===== config.mk =====
export PLATFORM = sky130hd
export DESIGN_NAME = hazard_ctrl
export DESIGN_NICKNAME = d
export VERILOG_FILES = /design/src/rtl/hazard_pkg.sv /design/src/rtl/hazard_ctrl_md_busy_counter.sv /design/src/rtl/hazard_ctrl.sv
export SDC_FILE = /design/constraint.sdc
export NUM_CORES = 1
export LEC_CHECK = 0
export CORE_MARGIN = 2
export CORE_UTILIZATION = 39
export DETAILED_ROUTE_END_ITERATION = 8
export GPL_TIMING_DRIVEN = 0
export PLACE_DENSITY = 0.77
export SLEW_MARGIN = 20
export SYNTH_ARGS = -nofsm -noshare
export SYNTH_HDL_FRONTEND = slang
export SYNTH_SLANG_ARGS = --single-unit

===== constraint.sdc =====
create_clock -name clk -period 2.05 [get_ports clk]
set_clock_uncertainty 0.15 [all_clocks]
set_input_delay 0.41 -clock clk [delete_from_list [all_inputs] [get_ports clk]]
set_output_delay 0.41 -clock clk [all_outputs]
set_load 0.01 [all_outputs]

===== src/rtl/hazard_pkg.sv =====
// hazard_pkg: forwarding encodings, stage records and match helpers for the hazard unit
package hazard_pkg;
  localparam int REG_W = 5;
  localparam int TNEW_W = 2;
  localparam logic [1:0] FWD_GRF = 2'd0;
  localparam logic [1:0] FWD_E = 2'd1;
  localparam logic [1:0] FWD_M = 2'd2;
  localparam logic [1:0] FWD_W = 2'd3;
  localparam logic [1:0] TUSE_NONE = 2'd3;
  typedef struct packed {
    logic wen;
    logic [REG_W-1:0] addr;
  } dst_t;
  typedef struct packed {
    dst_t dst;
    logic [TNEW_W-1:0] tnew;
  } wr_rec_t;
  typedef struct packed {
    wr_rec_t wr;
    logic [REG_W-1:0] rs;
    logic [REG_W-1:0] rt;
    logic md_start;
    logic md_div;
  } e_rec_t;
  function automatic logic hit(dst_t d, logic [REG_W-1:0] src);
    return d.wen && d.addr != '0 && d.addr == src;
  endfunction
  function automatic logic [TNEW_W-1:0] tnew_dec(logic [TNEW_W-1:0] t);
    return t == '0 ? t : t - TNEW_W'(1);
  endfunction
endpackage


===== src/rtl/hazard_ctrl_md_busy_counter.sv =====
// md_busy_counter: mult/div occupancy countdown loaded when an md instruction leaves E
module md_busy_counter #(
  parameter int MULT_CYC = 5,
  parameter int DIV_CYC = 10
) (
  input  logic clk,
  input  logic reset,
  input  logic load,
  input  logic div,
  output logic busy
);
  localparam int CW = $clog2((MULT_CYC > DIV_CYC ? MULT_CYC : DIV_CYC) + 1);
  logic [CW-1:0] cnt_q, cnt_d;
  // load the op latency, otherwise count down and stop at zero
  always_comb begin
    busy = cnt_q != '0;
    cnt_d = load ? (div ? CW'(DIV_CYC) : CW'(MULT_CYC)) : busy ? cnt_q - CW'(1) : cnt_q;
  end
  // counter register; reset aborts any running operation
  always_ff @(posedge clk) begin
    cnt_q <= reset ? '0 : cnt_d;
  end
endmodule


===== src/rtl/hazard_ctrl.sv =====
// hazard_ctrl: D-stage stall, E/M/W writer tracking and operand forwarding (HAZARD_FWD_EN enables forwarding)
module hazard_ctrl
  import hazard_pkg::*;
#(
  parameter int MULT_CYC = 5,
  parameter int DIV_CYC = 10
) (
  input  logic       clk,
  input  logic       reset,
  input  logic [4:0] d_rs,
  input  logic [4:0] d_rt,
  input  logic [1:0] d_rs_tuse,
  input  logic [1:0] d_rt_tuse,
  input  logic       d_wr_en,
  input  logic [4:0] d_wr_addr,
  input  logic [1:0] d_tnew,
  input  logic       d_md_start,
  input  logic       d_md_div,
  input  logic       d_md_use,
  output logic       stall,
  output logic [1:0] fwd_rs_d,
  output logic [1:0] fwd_rt_d,
  output logic [1:0] fwd_rs_e,
  output logic [1:0] fwd_rt_e,
  output logic [1:0] fwd_rt_m,
  output logic       md_busy
);
  e_rec_t e_q, e_d;
  wr_rec_t m_q, m_d;
  logic [REG_W-1:0] m_rt_q, m_rt_d;
  dst_t w_q, w_d;
  logic busy, rs_hz, rt_hz, md_hz;

  md_busy_counter #(.MULT_CYC(MULT_CYC), .DIV_CYC(DIV_CYC)) u_md (
    .clk(clk),
    .reset(reset),
    .load(e_q.md_start),
    .div(e_q.md_div),
    .busy(busy)
  );

  // stall when a used operand is not ready in time or the md unit is occupied
  always_comb begin
`ifdef HAZARD_FWD_EN
    rs_hz = d_rs_tuse != TUSE_NONE && ((hit(e_q.wr.dst, d_rs) && e_q.wr.tnew > d_rs_tuse) || (hit(m_q.dst, d_rs) && m_q.tnew > d_rs_tuse));
    rt_hz = d_rt_tuse != TUSE_NONE && ((hit(e_q.wr.dst, d_rt) && e_q.wr.tnew > d_rt_tuse) || (hit(m_q.dst, d_rt) && m_q.tnew > d_rt_tuse));
`else
    rs_hz = d_rs_tuse != TUSE_NONE && (hit(e_q.wr.dst, d_rs) || hit(m_q.dst, d_rs));
    rt_hz = d_rt_tuse != TUSE_NONE && (hit(e_q.wr.dst, d_rt) || hit(m_q.dst, d_rt));
`endif
    md_hz = (d_md_use | d_md_start) && (busy || e_q.md_start);
    stall = !reset && (rs_hz || rt_hz || md_hz);
    md_busy = !reset && busy;
  end

`ifdef HAZARD_FWD_EN
  // youngest ready writer wins; W is covered by the GRF bypass for D
  always_comb begin
    fwd_rs_d = reset ? FWD_GRF : (hit(e_q.wr.dst, d_rs) && e_q.wr.tnew == '0) ? FWD_E : (hit(m_q.dst, d_rs) && m_q.tnew == '0) ? FWD_M : FWD_GRF;
    fwd_rt_d = reset ? FWD_GRF : (hit(e_q.wr.dst, d_rt) && e_q.wr.tnew == '0) ? FWD_E : (hit(m_q.dst, d_rt) && m_q.tnew == '0) ? FWD_M : FWD_GRF;
    fwd_rs_e = reset ? FWD_GRF : (hit(m_q.dst, e_q.rs) && m_q.tnew == '0) ? FWD_M : hit(w_q, e_q.rs) ? FWD_W : FWD_GRF;
    fwd_rt_e = reset ? FWD_GRF : (hit(m_q.dst, e_q.rt) && m_q.tnew == '0) ? FWD_M : hit(w_q, e_q.rt) ? FWD_W : FWD_GRF;
    fwd_rt_m = reset ? FWD_GRF : hit(w_q, m_rt_q) ? FWD_W : FWD_GRF;
  end
`else
  logic unused_fwd;
  // no forwarding paths: operands always come from the register file
  always_comb begin
    fwd_rs_d = FWD_GRF;
    fwd_rt_d = FWD_GRF;
    fwd_rs_e = FWD_GRF;
    fwd_rt_e = FWD_GRF;
    fwd_rt_m = FWD_GRF;
    unused_fwd = ^{m_q.tnew, m_rt_q, w_q, e_q.rs, e_q.rt};
  end
`endif

  // next stage records: bubble into E on stall, tnew counts down toward ready
  always_comb begin
    e_d = stall ? '0 : e_rec_t'{wr: '{dst: '{wen: d_wr_en, addr: d_wr_addr}, tnew: d_tnew}, rs: d_rs, rt: d_rt, md_start: d_md_start, md_div: d_md_start & d_md_div};
    m_d = '{dst: e_q.wr.dst, tnew: tnew_dec(e_q.wr.tnew)};
    m_rt_d = e_q.rt;
    w_d = m_q.dst;
  end

  // stage records advance every edge; reset clears all of them
  always_ff @(posedge clk) begin
    if (reset) begin
      e_q <= '0;
      m_q <= '0;
      m_rt_q <= '0;
      w_q <= '0;
    end else begin
      e_q <= e_d;
      m_q <= m_d;
      m_rt_q <= m_rt_d;
      w_q <= w_d;
    end
  end
endmodule


==> summary by stage <==
Routing
The first TritonRoute pass finished after 3 iterations. The routed wire length per instance is 12.5 um. The DRC marker count from the first detailed-route iteration is 7.

The final layout contains routed wiring with a total length of 2350 um. The via density per instance is 4.59. The number of DRC violations after detailed routing is 0.

The post-route antenna net violation count is 0. The via count of the routed design is roughly 860.

Timing
At the pin with the least slew margin, the transition time is 0.554 ns. The number of hold violations in the final report is 0. Summed over all failing endpoints, the final setup total negative slack is -0.511 ns.

Setup repair after global routing could not meet its margin everywhere. The final number of setup-violating endpoints is 1. The max-slew violation total from the final report is 0. The share of the clock period used by the worst path is 125%. Setup slack on the critical path of the routed design comes to -0.511 ns. The highest clock frequency the design can meet is 390 MHz. The worst slew margin relative to its limit is between 60 and 70%. The final critical delay including setup and external delays is about 2.6 ns.

Synth
The post-synthesis cell count is 112. The biggest area contributor in the post-synthesis netlist is sky130_fd_sc_hd__dfxtp_1. The number of distinct library cell variants in the gate-level netlist after synthesis is 26.

The number of enable flip-flop cells after synthesis is 0. For this run, the number of Yosys warnings is 0. The netlist area before placement is 1030 um2. The commonest register cell after synthesis is sky130_fd_sc_hd__dfxtp_1.

Counting flops with an async set or reset pin after synthesis yields a share of 0%. Summed over its instances, the top area cell type makes up 35.1% of the synthesized netlist area. The proportion of synthesized chip area in sequential cells is 35.1%.

After synthesis the netlist holds a flip-flop and latch count of 18. The synthesized area per cell is 9.16 um2. By area the synthesized netlist is led by sky130_fd_sc_hd__dfxtp_1 35%, sky130_fd_sc_hd__xnor2_1 18%, sky130_fd_sc_hd__buf_4 7.3%.

Pwr
The leakage power summed over all cells is 0.600 nW. Of the total power, registers draw 35.6%. The worst-case IR drop observed on VDD is 0.720 mV. The combinational fraction of design power is 52.8%. The design draws 1.43 mW. The portion of total power attributed to the clock network is 11.6%. Net switching is 34.0% of the power. In this run the power spent charging and discharging nets is 0.486 mW.

The total power density per cell area is approximately 960 nW/um2. Internal power comes to approximately 0.94 mW.

Cells and area
The most frequent standard cell in the layout excluding fill and tap cells is sky130_fd_sc_hd__clkdlybuf4s50_1. Across the whole layout, storage elements account for about 370 um2. The fraction of final layout cells sized beyond drive strength 1 is 29.1%. The area of the multi-input gates is 651 um2. The number of antenna diodes in the final layout is 0. With fillers left out, the area of the finished cells amounts to 1490 um2. In the layout the commonest cells are 23 x sky130_fd_sc_hd__clkdlybuf4s50_1, 21 x sky130_fd_sc_hd__xnor2_1, 19 x sky130_fd_sc_hd__buf_4, 12 x sky130_fd_sc_hd__dfxtp_1, 10 x sky130_fd_sc_hd__conb_1. The final core utilization is 60.3%. The number of filler instances in the final layout is 234. At the end of the flow, the number of nets in the layout was 189. The layout overhead on the synthesized area is 45.5%.

Die
The core region area is 2480 um2. Once the floorplan was initialized, standard cells occupied between 40% and 50% of the core. The width of the chip is between 50 and 60 um. 39 I/O pins were placed. The height of the die is 55.3 um. The die covers about 3100 um2. The floorplan has 18 rows.

Clock tree
The hold buffer count at cts is 0. After clock tree synthesis, the clock-pin slew on the worst setup and hold paths is ~0.09 ns. The deepest clock path buffer count is 2. The number of clock sinks is 18. The root buffer cell chosen for the clock tree is sky130_fd_sc_hd__clkbuf_4. The clock latency at the later pin of the worst-skew pair is 0.28 ns. The CTS tree is done.

The CTS buffer count is 3. In this run the number of H-tree levels came out at 1.

Placement
The congestion estimate from routability-driven global placement came to a little under 0.8. The placed instance area is between 1000 and 1500 um2. The final HPWL from detailed placement is about 1700 um. The total of buffers placed on input and output ports is 25.

Worst setup path
The number of buffer and inverter stages on the critical path is 1. Traced cell by cell, the critical path runs through or4_4 > o21a_1 > a221o_2 > nor2b_4 > buf_6. The critical setup path kind is reg2out.

In this run the worst path has a maximum fanout of 2. The cell at the slowest stage of the critical path is sky130_fd_sc_hd__or4_4. Data on the critical path is required at its endpoint by 1.49 ns. The biggest cell delay along the critical path is 0.50 ns.

The cell family contributing the most delay on the critical path is simple AND/OR/NAND/NOR gates. The critical path capture point type is an output port. The critical path arrival is 2.00 ns. The nature of the critical path startpoint is a flop.

Global routing
The number of global-route vias before repair is roughly 860. The sum of overflow across all layers after global routing is 0. The first global-routing pass estimated approximately 3700 um of wire. The initial antenna violation count is 0. Across every metal layer, demand over resource in global routing totals 15.0%. The largest net degree at the start of global routing is 11.

Worst hold path
The kind of path behind the tightest hold check is reg2reg.

Outcome
The final reports fail on negative setup slack. The flow ran to the end, but the final reports show violations.

Flow run
The tool flagged a number of max-cap violations equal to 0.
==> worst paths after layout <==
kind	from	to	slack, ns	cells past startpoint
worst min-delay path	e_q[19]$_SDFF_PP0_	m_q[7]$_SDFF_PP0_	0.35	1
worst min register to register	e_q[19]$_SDFF_PP0_	m_q[7]$_SDFF_PP0_	0.35	1
worst max-delay path	e_q[15]$_SDFF_PP0_	stall	-0.51	5
worst max register to register	e_q[15]$_SDFF_PP0_	e_q[18]$_SDFF_PP0_	0.03	5
==> logic make-up (layout without fill, tap and decap cells) <==
| group | Yosys count | in the layout | share of synthesized area (%) |
|---|---|---|---|
| AO/OA/AOI/OAI | 11 | 11 | 7.81 |
| adder cells (fa/ha/maj) | 2 | 2 | 2.44 |
| AND/OR/NAND/NOR | 42 | 42 | 25.5 |
| buffers and inverters | 15 | 52 | 9.15 |
| flip-flops | 18 | 18 | 35.1 |
| other | 1 | 10 | 0.366 |
| XOR/XNOR | 23 | 23 | 19.6 |
==> metrics by stage <==
step | std cells | hold slack (ns) | setup WS (ns)
after floorplan | 121 | 0.289 | -0.105
after global placement | 176 | 0.301 | -1.01
after detailed placement | 176 | 0.313 | -1.07
after CTS | 182 | 0.328 | -0.519
after global routing | 188 | 0.356 | -0.588
final | 188 | 0.349 | -0.511
==> synth_stat cells (all sizes together), types with 2 or more instances <==
| master | count |
|---|---|
| nor3b | 7 |
| xnor2 | 21 |
| a21oi | 2 |
| xor2 | 2 |
| nand4 | 4 |
| nor3 | 2 |
| o21a | 3 |
| o22ai | 2 |
| buf | 10 |
| inv | 3 |
| nor2b | 7 |
| dfxtp | 18 |
| clkbuf | 2 |
| nand2 | 8 |
| ha | 2 |
| nor2 | 9 |
| or4 | 2 |
==> worst reg2reg max path, cell delays in order (launching register included) <==
cell and delay, ns:
sky130_fd_sc_hd__dfxtp_4 0.36, sky130_fd_sc_hd__or4_4 0.50, sky130_fd_sc_hd__o21a_1 0.20, sky130_fd_sc_hd__a221o_2 0.41, sky130_fd_sc_hd__buf_4 0.18, sky130_fd_sc_hd__nor3b_2 0.17
==> layout make-up <==
type                            count  share of cell area, %
Buffer                             12                   5.53
Clock buffer                        3                   1.51
Inverter                            3                  0.754
Multi-Input combinational cell     88                   43.6
Sequential cell                    18                   24.8
Tap cell                           30                   2.51
Timing Repair Buffer               34                   21.3
==> sequential cells by signal, summed over array words and instances (netlist names) <==
| signal | count |
|---|---|
| m_q | 6 |
| u_md.cnt_q | 4 |
| e_q | 8 |
==> timing repair <==
action	4_1_cts	5_1_grt
setup buffers	3	6
pin swaps	3	5
resized for setup	11	11
cloned	0	0
hold endpoints to repair	0	0
endpoints found under the setup margin	2	8
==> power by group through the flow <==
stage	Clock (mW)	Combinational (mW)	Sequential, mW
2_1_floorplan	0	0.444	0.483
3_3_place_gp	0	0.564	0.501
3_5_place_dp	0	0.576	0.505
4_1_cts	0.171	0.620	0.494
5_1_grt	0.189	0.826	0.520
6_report	0.166	0.755	0.509
==> layer usage <==
metal  track usage [%]  vias up  part of all wire (%)
met1              18.4      389                    40
met4              3.14        0                     0
met3              3.51        0                   5.7
met5                 0        -                     0
met2              26.5       24                    54
li1                  -      450                     -
Power figures use the tool's default switching activity.
